$ cat src/rtl/branch_issue_sched.sv
// +--------------------------------------------------------------------------+
// | branch_issue_sched: branch reservation station with oldest-ready issue.  |
// | Revision: 1.0                                                            |
// +--------------------------------------------------------------------------+
`default_nettype none

module branch_issue_sched #(
  parameter int DEPTH     = 4,
  parameter int PREG_W    = 7,
  parameter int ROB_W     = 5,
  parameter int PAYLOAD_W = 80
) (
  input  logic                         clk_i,
  input  logic                         reset_i,
  input  logic                         disp_valid_i,
  output logic                         disp_ready_o,
  input  logic [ROB_W-1:0]             disp_rob_index_i,
  input  logic [PREG_W-1:0]            disp_ps1_i,
  input  logic [PREG_W-1:0]            disp_ps2_i,
  input  logic                         disp_ps1_rdy_i,
  input  logic                         disp_ps2_rdy_i,
  input  logic [PAYLOAD_W-1:0]         disp_payload_i,
  input  logic                         cdb0_valid_i,
  input  logic [PREG_W-1:0]            cdb0_tag_i,
  input  logic                         cdb1_valid_i,
  input  logic [PREG_W-1:0]            cdb1_tag_i,
  input  logic [ROB_W-1:0]             rob_head_i,
  input  logic                         fu_ready_i,
  input  logic                         mispredict_i,
  input  logic [ROB_W-1:0]             mispredict_tag_i,
  output logic                         issue_valid_o,
  output logic [ROB_W-1:0]             issue_rob_index_o,
  output logic [PREG_W-1:0]            issue_ps1_o,
  output logic [PREG_W-1:0]            issue_ps2_o,
  output logic [PAYLOAD_W-1:0]         issue_payload_o,
  output logic [$clog2(DEPTH+1)-1:0]   count_o
);

  localparam int CNT_W = $clog2(DEPTH+1);
  localparam int IDX_W = $clog2(DEPTH);
  localparam int AGE_W = 4;
  localparam logic [CNT_W-1:0] C_DEPTH = CNT_W'(DEPTH);

  logic [DEPTH-1:0]     valid_q, valid_d, rdy1_q, rdy1_d, rdy2_q, rdy2_d;
  logic [ROB_W-1:0]     rob_q [DEPTH];
  logic [ROB_W-1:0]     rob_d [DEPTH];
  logic [PREG_W-1:0]    ps1_q [DEPTH];
  logic [PREG_W-1:0]    ps1_d [DEPTH];
  logic [PREG_W-1:0]    ps2_q [DEPTH];
  logic [PREG_W-1:0]    ps2_d [DEPTH];
  logic [PAYLOAD_W-1:0] pl_q  [DEPTH];
  logic [PAYLOAD_W-1:0] pl_d  [DEPTH];
  logic [CNT_W-1:0]     count_q, count_d, w_flush_cnt;

  logic                 issue_valid_q;
  logic [ROB_W-1:0]     issue_rob_q;
  logic [PREG_W-1:0]    issue_ps1_q, issue_ps2_q;
  logic [PAYLOAD_W-1:0] issue_pl_q;

  logic [AGE_W-1:0]     w_age [DEPTH];
  logic [AGE_W-1:0]     w_mp_age, w_best_age;
  logic [IDX_W-1:0]     w_free_idx, w_sel_idx;
  logic                 w_sel_found, w_dispatch, w_issue;
  logic [DEPTH-1:0]     w_flush;
  logic                 w_unused_tag_msbs;

  // Age is measured modulo 16; the ROB tag MSB carries no ordering information.
  assign w_unused_tag_msbs = ^{rob_head_i[ROB_W-1:AGE_W], mispredict_tag_i[ROB_W-1:AGE_W]};

  function automatic logic f_hit(input logic [PREG_W-1:0] tag,
                                 input logic v0, input logic [PREG_W-1:0] t0,
                                 input logic v1, input logic [PREG_W-1:0] t1);
    return (tag == '0) || (v0 && (t0 == tag)) || (v1 && (t1 == tag));
  endfunction

  assign disp_ready_o = (count_q < C_DEPTH) & ~mispredict_i;

  always_comb begin
    w_mp_age    = mispredict_tag_i[AGE_W-1:0] - rob_head_i[AGE_W-1:0];
    w_free_idx  = '0;
    w_sel_found = 1'b0;
    w_sel_idx   = '0;
    w_best_age  = '0;
    w_flush     = '0;
    w_flush_cnt = '0;
    for (int i = DEPTH-1; i >= 0; i--) begin
      if (!valid_q[i]) w_free_idx = IDX_W'(i);
    end
    for (int i = 0; i < DEPTH; i++) begin
      w_age[i] = rob_q[i][AGE_W-1:0] - rob_head_i[AGE_W-1:0];
      if (valid_q[i] && rdy1_q[i] && rdy2_q[i] && (!w_sel_found || (w_age[i] < w_best_age))) begin
        w_sel_found = 1'b1;
        w_sel_idx   = IDX_W'(i);
        w_best_age  = w_age[i];
      end
      if (mispredict_i && valid_q[i] && (w_age[i] > w_mp_age)) begin
        w_flush[i]  = 1'b1;
        w_flush_cnt = w_flush_cnt + CNT_W'(1);
      end
    end
    w_dispatch = disp_valid_i & disp_ready_o;
    w_issue    = w_sel_found & fu_ready_i & ~mispredict_i;
  end

  always_comb begin
    valid_d = valid_q;
    rdy1_d  = rdy1_q;
    rdy2_d  = rdy2_q;
    rob_d   = rob_q;
    ps1_d   = ps1_q;
    ps2_d   = ps2_q;
    pl_d    = pl_q;
    for (int i = 0; i < DEPTH; i++) begin
      rdy1_d[i] = rdy1_q[i] | f_hit(ps1_q[i], cdb0_valid_i, cdb0_tag_i, cdb1_valid_i, cdb1_tag_i);
      rdy2_d[i] = rdy2_q[i] | f_hit(ps2_q[i], cdb0_valid_i, cdb0_tag_i, cdb1_valid_i, cdb1_tag_i);
      if (w_flush[i] || (w_issue && (w_sel_idx == IDX_W'(i)))) valid_d[i] = 1'b0;
      // The free slot is never the issuing one, so dispatch and issue cannot collide.
      if (w_dispatch && (w_free_idx == IDX_W'(i))) begin
        valid_d[i] = 1'b1;
        rob_d[i]   = disp_rob_index_i;
        ps1_d[i]   = disp_ps1_i;
        ps2_d[i]   = disp_ps2_i;
        pl_d[i]    = disp_payload_i;
        rdy1_d[i]  = disp_ps1_rdy_i | f_hit(disp_ps1_i, cdb0_valid_i, cdb0_tag_i, cdb1_valid_i, cdb1_tag_i);
        rdy2_d[i]  = disp_ps2_rdy_i | f_hit(disp_ps2_i, cdb0_valid_i, cdb0_tag_i, cdb1_valid_i, cdb1_tag_i);
      end
    end
    count_d = count_q + CNT_W'(w_dispatch) - CNT_W'(w_issue) - w_flush_cnt;
  end

  always_ff @(posedge clk_i) begin
    rob_q  <= rob_d;
    ps1_q  <= ps1_d;
    ps2_q  <= ps2_d;
    pl_q   <= pl_d;
    rdy1_q <= rdy1_d;
    rdy2_q <= rdy2_d;
    if (reset_i) begin
      valid_q       <= '0;
      count_q       <= '0;
      issue_valid_q <= 1'b0;
      issue_rob_q   <= '0;
      issue_ps1_q   <= '0;
      issue_ps2_q   <= '0;
      issue_pl_q    <= '0;
    end else begin
      valid_q       <= valid_d;
      count_q       <= count_d;
      issue_valid_q <= w_issue;
      if (w_issue) begin
        issue_rob_q <= rob_q[w_sel_idx];
        issue_ps1_q <= ps1_q[w_sel_idx];
        issue_ps2_q <= ps2_q[w_sel_idx];
        issue_pl_q  <= pl_q[w_sel_idx];
      end
    end
  end

  assign issue_valid_o     = issue_valid_q;
  assign issue_rob_index_o = issue_rob_q;
  assign issue_ps1_o       = issue_ps1_q;
  assign issue_ps2_o       = issue_ps2_q;
  assign issue_payload_o   = issue_pl_q;
  assign count_o           = count_q;

endmodule

`default_nettype wire

$ cat config.mk
export PLATFORM = sky130hd
export DESIGN_NAME = branch_issue_sched
export DESIGN_NICKNAME = d
export VERILOG_FILES = /design/src/rtl/branch_issue_sched.sv
export SDC_FILE = /design/constraint.sdc
export NUM_CORES = 1
export LEC_CHECK = 0
export ABC_AREA = 1
export CAP_MARGIN = 10
export CORE_ASPECT_RATIO = 0.5
export CORE_UTILIZATION = 55
export DETAILED_ROUTE_END_ITERATION = 16
export DONT_BUFFER_PORTS = 1
export PLACE_DENSITY = 0.7
export SETUP_SLACK_MARGIN = 0.05
export SYNTH_ARGS = -nofsm -noshare
export SYNTH_HDL_FRONTEND = slang
export SYNTH_SLANG_ARGS = --single-unit
$ cat constraint.sdc
create_clock -name clk_i -period 29.8 [get_ports clk_i]
set_input_delay 7.45 -clock clk_i [delete_from_list [all_inputs] [get_ports clk_i]]
set_output_delay 7.45 -clock clk_i [all_outputs]
set_load 0.005 [all_outputs]
==> summary.txt, run 1 <==
Drt
  • Final wirelength: roughly 59000 um
  • Vias/cell: around 6
  • Avg WL per Cell: about 22 um
  • Final ANT Viol Nets: 0
  • DRC viols: 0
  • Iteration-0 DRC Markers: ~1700
  • Initial DRT Pass Iterations: 6
  • Vias: 16400

Synth
  • Main synth FF type: edfxtp_1
  • Synthesis-stage register bit count: a little over 500
  • Area contributors post-synth: edfxtp_1, dfxtp_1, nand3_1
  • Mapped cell area: 0.02285 sq mm
  • Synth Instances: about 2200
  • Syn_nets: about 2400
  • Top cell type's share of synthesized area: 0.5205
  • Avg Cell Area, Syn: about 10 sq um
  • Synth warn: 0
  • Leading area contributor after synthesis: edfxtp_1
  • Ys async rst share: 0
  • Synth unique cells: 40
  • Seq/Total Area, Yosys: 0.6213
  • Post-synth EDFFs: between 300 and 400

Critical path
  • CP Cell Sequence: nor2_1
  • Crit path max fanout: 6
  • Crit path buf inv count: 0
  • Worst Setup Path Type: input pin to output port
  • Top Family by Delay on Critical Path: simple AND/OR/NAND/NOR gates
  • Worst endpoint required time: about 22000 ps
  • CP endpoint kind: output port
  • Type of origin of the critical path: input pin
  • CP peak stage delay: around 150 ps
  • Arr. time, crit path: 7600 ps
  • CP max-delay cell: nor2_1

STA
  • Final slew viol count: 0
  • Setup TNS: 0 ps
  • # setup viols final: 0
  • Least-Margin Pin Slew: roughly 1200 ps
  • Slew HR: 0.1737
  • Fmax: 66.42 MHz
  • Crit path time final: between 15000 and 20000 ps
  • Clk_skew: approximately 17 ps
  • Final hold violations: 0
  • RSZ-0062 raised after global routing: no
  • Worst hold margin: about 560 ps
  • Post-route clock period utilization: 0.5052

Clocking
  • Cts hold-fix bufs: 0
  • CTS buffer count: 44
  • Clock-pin slew on the worst setup and hold paths: 60 ps
  • Worst skew pair latency: 570 ps
  • Post_cts resized: 0
  • CTS tree: done
  • Clock Root Buffer: clkbuf_16
  • Post-CTS setup buffer count: 0
  • H-tree Lvls: 2
  • Clk sinks: slightly above 500
  • CTS Buffer Depth: 3

Finish
  • Filler cells: 3293
  • Finished Core Util: 0.6063
  • N_diodes: 0
  • Register area: ~0.014 sq mm
  • Final Non-Filler Cells: 2743
  • Area of the multi-input gates: 0.007297 sq mm
  • Synthesis-to-layout area growth: 7.914%
  • Layout cells sized above 1: 0.04812
  • Commonest cells after routing, fill and taps aside: edfxtp_1, nand3_1, nor2_1, nand2_1, inv_1
  • Commonest non-fill, non-tap cell in the layout: edfxtp_1
  • Layout Nets: around 2400

Floorplanning
  • Die footprint: roughly 0.042 sq mm
  • Core footprint: just over 0.04 sq mm
  • Starting Density: 0.5618
  • Row count: 52
  • Die Height: ~150 um
  • I/O Pins: 236
  • Die Width: between 200 and 300 um

Global route
  • Vias in the first global route: 15660
  • GR peak layer: met2
  • Met2 Usage GRT: 0.4718
  • Largest net degree at the start of global routing: 203
  • First-pass GRT wire length: roughly 91000 um
  • Initial antenna violation count: 0
  • Met1 usage: 0.3691
  • Gr usage total: 0.2782
  • Total global routing overflow: 0
  • Met3 usage: 0.04826

Place
  • HPWL Detailed: 34440 um
  • Buffers added on ports: 0
  • Gp weighted congestion: slightly below 1
  • Inst Count DP: approximately 2700

Pwr
  • PwrDens: between 60 and 70 mW/mm^2
  • Peak supply drop: 0.04626 mV
  • P_leak: 9.200 nW

Run status
  • Status: completed

Hold path
  • Worst min-delay path category: flop to flop

Run
  • Max Cap Viol: 0
flip-flops by register name, indices dropped and copies added, names as in the netlist:
register           flops
issue_rob_index_o      5
rdy1_q                 4
issue_ps1_o            7
rdy2_q                 4
count_o                3
ps1_q                 28
issue_ps2_o            7
issue_payload_o       80
rob_q                 20
issue_valid_o          1
valid_q                4
pl_q                 320
ps2_q                 28
worst paths after layout:
kind | to | depth (start not counted) | startpoint | slack [ps]
setup / recovery | disp_ready_o | 1 | mispredict_i | 14750
hold reg to reg | issue_payload_o[28] | 2 | issue_payload_o[28] | 560
hold / removal | issue_payload_o[28] | 2 | issue_payload_o[28] | 560
setup reg to reg | issue_ps2_o[6] | 30 | rob_q[15] | 22220
metal layers:
metal	up-vias	wire length, um
li1	7656	-
met1	7844	24240
met2	770	28320
met3	127	4896
met4	0	1637
met5	-	0
power by group:
group / switching (W) / internal (W) / leakage (nW) / total [W]
registers: 0.0000144 / 0.000793 / 4.53 / 0.000808
clock network: 0.000257 / 0.000329 / 0.708 / 0.000586
logic: 0.0000692 / 0.0000367 / 3.97 / 0.000106
total: 0.000341 / 0.00116 / 9.20 / 0.00150
tightest hold or removal path, stage by stage, from the launching register on:
cell and delay (ps):
dfxtp_1 340, o21ai_0 90, nor2_1 90
cell usage after synthesis (7+ instances only):
library cell and instances:
o211ai_1 10, o22ai_1 22, xor2_1 40, a21oi_1 31, nand3_1 375, nor4_1 20, nand4_1 47, fa_1 7
xnor2_1 29, edfxtp_1 396, o2111ai_1 14, nor3_1 15, inv_1 222, buf_2 30, o21ai_0 130, buf_1 19
ha_1 45, clkbuf_1 71, nand2_1 247, a2111oi_0 8, nor2_1 277, a221oi_1 19, dfxtp_1 115
cell type report:
class | instances | share of cell area
Multi-Input combinational cell | 1364 | 0.2960
Clock buffer | 57 | 0.04664
Tap cell | 540 | 0.02741
Timing Repair Buffer | 22 | 0.007207
Inverter | 225 | 0.03431
Sequential cell | 511 | 0.5757
Clock inverter | 24 | 0.01274
through the flow:
step                total power [W]  setup slack [ps]  area [sq um]
floorplan                 0.0009026             14110         22850
global placement          0.0009245             14750         23190
detailed placement        0.0009283             14740         23190
CTS                        0.001508             14740         24650
global route               0.001553             14730         24650
finish                     0.001499             14750         24650
cell families after synthesis:
family,synth area share
flops,0.6213
xor+xnor,0.02645
compound gates,0.06654
fa+ha+maj,0.03078
simple gates,0.1933
buf+inv,0.06161
Power figures use the tool's default switching activity.
==> inputs of run 2 (changes only) <==
Clock period 29.8 ns to 14.3 ns, I/O delays scaled along.
==> summary.txt, run 2 (synthesized netlist as in run 1, its figures left out) <==
Run status
  • Status: completed (unchanged)

Critical path
  • CP peak stage delay: 630 ps (was 150 ps)
  • CP max-delay cell: inv_2 (was nor2_1)
  • Worst reg2reg path endpoint: issue_rob_index_o[0] (was issue_ps2_o[6])
  • R2r startpoint: rob_q[15] (unchanged)
  • Worst endpoint required time: 14750 ps (was 22350 ps)
  • Arr. time, crit path: 9910 ps (was 7600 ps)
  • Cell mode on critical path: nand2_1
  • Path depth of the worst reg2reg path: 35 (was 30)
  • CP endpoint kind: flop (was output port)
  • Crit path max fanout: 122 (was 6)
  • R2r setup slk: 7640 ps (was 22220 ps)
  • Worst Setup Path Type: input pin to flop (was input pin to output port)
  • Crit path buf inv count: 4 (was 0)
  • Type of origin of the critical path: input pin (unchanged)
  • Top Family by Delay on Critical Path: simple AND/OR/NAND/NOR gates (unchanged)

Clocking
  • CTS Buffer Depth: 3 (unchanged)
  • Clock-pin slew on the worst setup and hold paths: 70 ps (was 60 ps)
  • CTS tree: done (unchanged)
  • Post-CTS setup buffer count: 0 (unchanged)
  • Post_cts resized: 0 (unchanged)
  • CTS buffer count: 44 (unchanged)
  • Cts hold-fix bufs: 0 (unchanged)
  • Clock Root Buffer: clkbuf_16 (unchanged)
  • H-tree Lvls: 2 (unchanged)
  • Worst skew pair latency: 570 ps (about the same)
  • Clk sinks: 511 (unchanged)

Global route
  • Total global routing overflow: 0 (unchanged)
  • Largest net degree at the start of global routing: 203 (unchanged)
  • Initial antenna violation count: 0 (unchanged)
  • Vias in the first global route: 15840 (was 15660)
  • First-pass GRT wire length: 91340 um (was 91220 um)
  • Gr usage total: 0.2771 (was 0.2782)

Pwr
  • Sw frac: 0.2318 (was 0.2273)
  • Flop pwr share: 0.542 (was 0.539)
  • Peak supply drop: 0.08441 mV (was 0.04626 mV)
  • Net Sw Power: 0.0007201 W (was 0.0003408 W)
  • PwrDens: 126.1 mW/mm^2 (was 60.82 mW/mm^2)
  • Combinational power share: 0.071 (about the same)
  • Cell Int Power: 0.002386 W (was 0.001159 W)
  • P_leak: 9.192 nW (was 9.200 nW)
  • Power share of the clock group: 0.387 (was 0.391)

STA
  • Slew HR: 0.2456 (was 0.1737)
  • Least-Margin Pin Slew: 1129 ps (was 1237 ps)
  • # setup viols final: 0 (unchanged)
  • RSZ-0062 raised after global routing: no (unchanged)
  • Final slew viol count: 0 (unchanged)
  • Crit path time final: around 9500 ps
  • Clk_skew: 28.62 ps (was 17.49 ps)
  • Post-route clock period utilization: 0.6619
  • Fmax: approximately 110 MHz
  • Final hold violations: 0 (unchanged)
  • Setup TNS: 0 ps (unchanged)

Floorplanning
  • Die Width: 290.2 um (unchanged)
  • Row count: 52 (unchanged)
  • Die footprint: 0.04241 sq mm (unchanged)
  • Die Height: 146.1 um (unchanged)
  • I/O Pins: 236 (unchanged)
  • Core footprint: 0.04066 sq mm (unchanged)
  • Starting Density: 0.5618 (unchanged)

Finish
  • Layout cells sized above 1: 0.04766 (was 0.04812)
  • Layout Nets: 2352 (unchanged)
  • Commonest non-fill, non-tap cell in the layout: edfxtp_1 (unchanged)
  • Synthesis-to-layout area growth: 7.832% (was 7.914%)
  • N_diodes: 0 (unchanged)
  • Final Non-Filler Cells: 2743 (unchanged)
  • Max reg flops: 320 (unchanged)
  • Commonest cells after routing, fill and taps aside: edfxtp_1, nand3_1, nor2_1, nand2_1, inv_1 (unchanged)
  • Top reg by flops: pl_q (unchanged)

Drt
  • Final wirelength: 59140 um (was 59100 um)
  • Vias/cell: 5.999 (was 5.978)
  • Iteration-0 DRC Markers: 1483 (was 1722)
  • Avg WL per Cell: 21.56 um (was 21.55 um)
  • Initial DRT Pass Iterations: 5 (was 6)
  • DRC viols: 0 (unchanged)
  • Vias: 16460 (was 16400)
  • Final ANT Viol Nets: 0 (unchanged)

Hold path
  • Worst min-delay path category: flop to flop (unchanged)
  • Cell depth of the worst hold path: 2 (unchanged)
  • Hold wc startpoint: issue_rob_index_o[0] (was issue_payload_o[28])
  • Hold Path End: issue_rob_index_o[0] (was issue_payload_o[28])

Run
  • Max Cap Viol: 0 (unchanged)

Place
  • HPWL Detailed: 34430 um (was 34440 um)
  • Buffers added on ports: 0 (unchanged)
  • Gp weighted congestion: 0.9113 (was 0.9729)
  • Inst Count DP: 2662 (unchanged)
run 2: cell count changes in the layout (fill, tap and decap cells not counted), sizes merged:
cell      delta
clkbuf       +4
inv          +1
bufinv       -3
clkinv       -1
clkinvlp     -1
run 2: layer usage:
metal / part of all wire / global-route usage / vias to the layer above
li1: - / - / 7666
met1: 0.41 / 0.3638 / 7930
met2: 0.47 / 0.4616 / 723
met3: 0.077 / 0.05267 / 137
met4: 0.038 / 0.1021 / 0
met5: 0 / 0 / -
run 2: tightest hold or removal path, delay by kind of cell (launching register included):
kind	cells	cell delay [ps]
compound gates	1	90
flops	1	340
simple gates	1	90
run 2: worst max path at each step:
| stage | start | endpoint | slack [ps] | cells past startpoint |
|---|---|---|---|---|
| 4_1_cts | rob_head_i[1] | issue_ps2_o[6] | 4830 | 29 |
| 3_3_place_gp | rob_head_i[1] | issue_payload_o[62] | 3550 | 35 |
| 6_report | rob_head_i[1] | issue_rob_index_o[0] | 4830 | 35 |
| 2_1_floorplan | mispredict_i | rdy1_q[3] | 2480 | 4 |
| 5_1_grt | rob_head_i[1] | issue_rob_index_o[0] | 4310 | 35 |
| 3_5_place_dp | rob_head_i[1] | issue_ps2_o[5] | 4290 | 29 |
run 2: layout make-up:
| class | count | area (sq um) |
|---|---|---|
| clock inverters | 20 | 217.7 |
| well taps | 540 | 675.6 |
| repair buffers | 22 | 190.2 |
| fillers | 3259 | 16030 |
| inverters | 225 | 845.8 |
| flip-flops and latches | 511 | 14190 |
| clock buffers | 61 | 1215 |
| multi-input cells | 1364 | 7297 |
run 2: power by group through the flow:
| stage | sequential [W] | clock [W] | combinational (W) |
|---|---|---|---|
| finish | 0.00168 | 0.00120 | 0.000220 |
| global route | 0.00169 | 0.00128 | 0.000252 |
| CTS | 0.00168 | 0.00122 | 0.000220 |
| detailed placement | 0.00172 | 0 | 0.000219 |
| global placement | 0.00171 | 0 | 0.000213 |
| floorplan | 0.00171 | 0 | 0.000170 |
run 2: per-stage QoR:
stage / total power (W) / hold slack [ps] / cell area, sq um / worst slack, ps / utilization
4_1_cts: 0.003122 / 554.2 / 24630 / 4834 / 0.6058
5_1_grt: 0.003218 / 583.0 / 24630 / 4307 / 0.6058
3_3_place_gp: 0.001928 / 533.0 / 23180 / 3545 / 0.5701
2_1_floorplan: 0.001881 / 478.7 / 22850 / 2485 / -
6_report: 0.003106 / 555.8 / 24630 / 4834 / 0.6058
3_5_place_dp: 0.001934 / 528.4 / 23200 / 4287 / 0.5706
==> inputs of run 3 (changes only) <==
Settings changed: PLACE_DENSITY 0.7 to 0.73.
Clock period 14.3 ns to 8.6 ns, I/O delays scaled along.
==> summary.txt, run 3 (synthesized netlist as in run 1, its figures left out) <==
Finish
  • Layout cells sized above 1: 0.05156 (was 0.04766)
  • Top reg by flops: pl_q (unchanged)
  • N_diodes: 0 (unchanged)
  • Layout Nets: 2359 (was 2352)
  • Finished Core Util: 0.6091 (was 0.6058)
  • Max reg flops: 320 (unchanged)
  • Synthesis-to-layout area growth: 8.418% (was 7.832%)
  • Final Non-Filler Cells: 2751 (was 2743)
  • Commonest cells after routing, fill and taps aside: edfxtp_1, nand3_1, nor2_1, nand2_1, inv_1 (unchanged)
  • Commonest non-fill, non-tap cell in the layout: edfxtp_1 (unchanged)

Clocking
  • Worst skew pair latency: 580 ps (was 570 ps)
  • Clock Root Buffer: clkbuf_16 (unchanged)
  • Clock-pin slew on the worst setup and hold paths: 60 ps (was 70 ps)
  • CTS buffer count: 45 (was 44)
  • Post_cts resized: 0 (unchanged)
  • Post-CTS setup buffer count: 0 (unchanged)
  • Clk sinks: 511 (unchanged)
  • CTS tree: done (unchanged)
  • H-tree Lvls: 2 (unchanged)
  • Cts hold-fix bufs: 0 (unchanged)
  • CTS Buffer Depth: 3 (unchanged)

Floorplanning
  • Die Height: 146.1 um (unchanged)
  • Die footprint: 0.04241 sq mm (unchanged)
  • Die Width: 290.2 um (unchanged)
  • Starting Density: 0.5618 (unchanged)
  • Row count: 52 (unchanged)
  • Core footprint: 0.04066 sq mm (unchanged)
  • I/O Pins: 236 (unchanged)

Drt
  • Final wirelength: 58900 um (was 59140 um)
  • Vias/cell: 6.033 (was 5.999)
  • Initial DRT Pass Iterations: 6 (was 5)
  • Avg WL per Cell: 21.41 um (was 21.56 um)
  • Final ANT Viol Nets: 0 (unchanged)
  • Iteration-0 DRC Markers: 1869 (was 1483)
  • DRC viols: 0 (unchanged)
  • Vias: 16600 (was 16460)

STA
  • Fmax: about 140 MHz
  • Clk_skew: 20.33 ps (was 28.62 ps)
  • Final hold violations: 0 (unchanged)
  • Slew HR: 0.3143 (was 0.2456)
  • Crit path time final: between 7000 and 8000 ps
  • # setup viols final: 0 (unchanged)
  • Post-route clock period utilization: 0.8305
  • Final slew viol count: 0 (unchanged)
  • Worst hold margin: 556.7 ps (was 555.8 ps)
  • Least-Margin Pin Slew: 1028 ps (was 1129 ps)
  • Final worst slack: 1458 ps (was 4834 ps)
  • RSZ-0062 raised after global routing: no (unchanged)

Global route
  • Initial antenna violation count: 0 (unchanged)
  • Vias in the first global route: 15800 (was 15840)
  • Largest net degree at the start of global routing: 202 (was 203)
  • Total global routing overflow: 0 (unchanged)
  • Gr usage total: 0.2765 (was 0.2771)
  • First-pass GRT wire length: 90970 um (was 91340 um)

Critical path
  • CP endpoint kind: flop (unchanged)
  • Crit path max fanout: 96 (was 122)
  • Worst endpoint required time: 9110 ps (was 14750 ps)
  • First element of the critical path: rob_head_i[1] (unchanged)
  • Cell mode on critical path: nand2_1 (unchanged)
  • CP max-delay cell: buf_4 (was inv_2)
  • Type of origin of the critical path: input pin (unchanged)
  • Worst Setup Path Type: input pin to flop (unchanged)
  • CP peak stage delay: 770 ps (was 630 ps)
  • Arr. time, crit path: 7650 ps (was 9910 ps)
  • R2r startpoint: rob_q[15] (unchanged)

Pwr
  • PwrDens: 209.9 mW/mm^2 (was 126.1 mW/mm^2)
  • Sw frac: 0.2334 (was 0.2318)
  • Flop pwr share: 0.539 (was 0.542)
  • Cell Int Power: 0.003986 W (was 0.002386 W)
  • Peak supply drop: 0.1371 mV (was 0.08441 mV)
  • Power share of the clock group: 0.390 (was 0.387)
  • Net Sw Power: 0.001213 W (was 0.0007201 W)
  • P_leak: 9.257 nW (was 9.192 nW)
  • Combinational power share: 0.071 (about the same)

Place
  • HPWL Detailed: 34320 um (was 34430 um)
  • Buffers added on ports: 0 (unchanged)
  • Setup WS pre-CTS: 900.0 ps (was 4287 ps)
  • Gp weighted congestion: 0.9350 (was 0.9113)
  • Inst Count DP: 2668 (was 2662)

Run
  • Max Cap Viol: 0 (unchanged)

Hold path
  • Worst min-delay path category: flop to flop (unchanged)
  • Hold wc startpoint: issue_payload_o[77] (was issue_rob_index_o[0])

Run status
  • Status: completed (unchanged)
-- run 3: final timing paths --
| check | endpoint | slack [ps] | depth (start not counted) |
|---|---|---|---|
| max reg2reg | issue_payload_o[36] | 2820 | 35 |
| min | issue_payload_o[77] | 560 | 2 |
| min reg2reg | issue_payload_o[77] | 560 | 2 |
| max | issue_payload_o[36] | 1460 | 35 |
-- run 3: power groups by stage --
stage,combinational (W),clock (W),sequential (W)
final,0.000371,0.00203,0.00280
after global routing,0.000423,0.00215,0.00280
after CTS,0.000370,0.00205,0.00280
after detailed placement,0.000368,0,0.00285
after global placement,0.000356,0,0.00285
after floorplan,0.000283,0,0.00284
-- run 3: metrics by stage --
stage	area [sq um]	setup TNS [ps]	total power, W
after floorplan	22850	-595840	0.003128
after global placement	23300	0	0.003207
after detailed placement	23300	0	0.003221
after CTS	24770	0	0.005223
after global routing	24770	0	0.005380
final	24770	0	0.005199
-- run 3: area by class of cell --
class,count,area [sq um]
clock buffer,60,1222
clock inverter,23,241.5
fill,3201,15900
inverter,225,845.8
multi-input combinational,1364,7305
sequential,511,14190
tap,540,675.6
timing repair buffer,28,285.3
-- run 3: metal layers --
layer,vias to the layer above,wire (um),global-route usage
li1,7695,-,-
met1,8066,23850,0.3636
met2,706,28380,0.4602
met3,130,4743,0.05145
met4,0,1924,0.1035
met5,-,0,0
-- run 3: critical path: cells and delay by family --
kind	cells	cell delay [ps]
adders and majority gates	3	960
xor gates and xnor gates	1	220
buffers and inverters	5	1780
and+or+nand+nor	25	2300
AOI/OAI and AO/OA	1	150
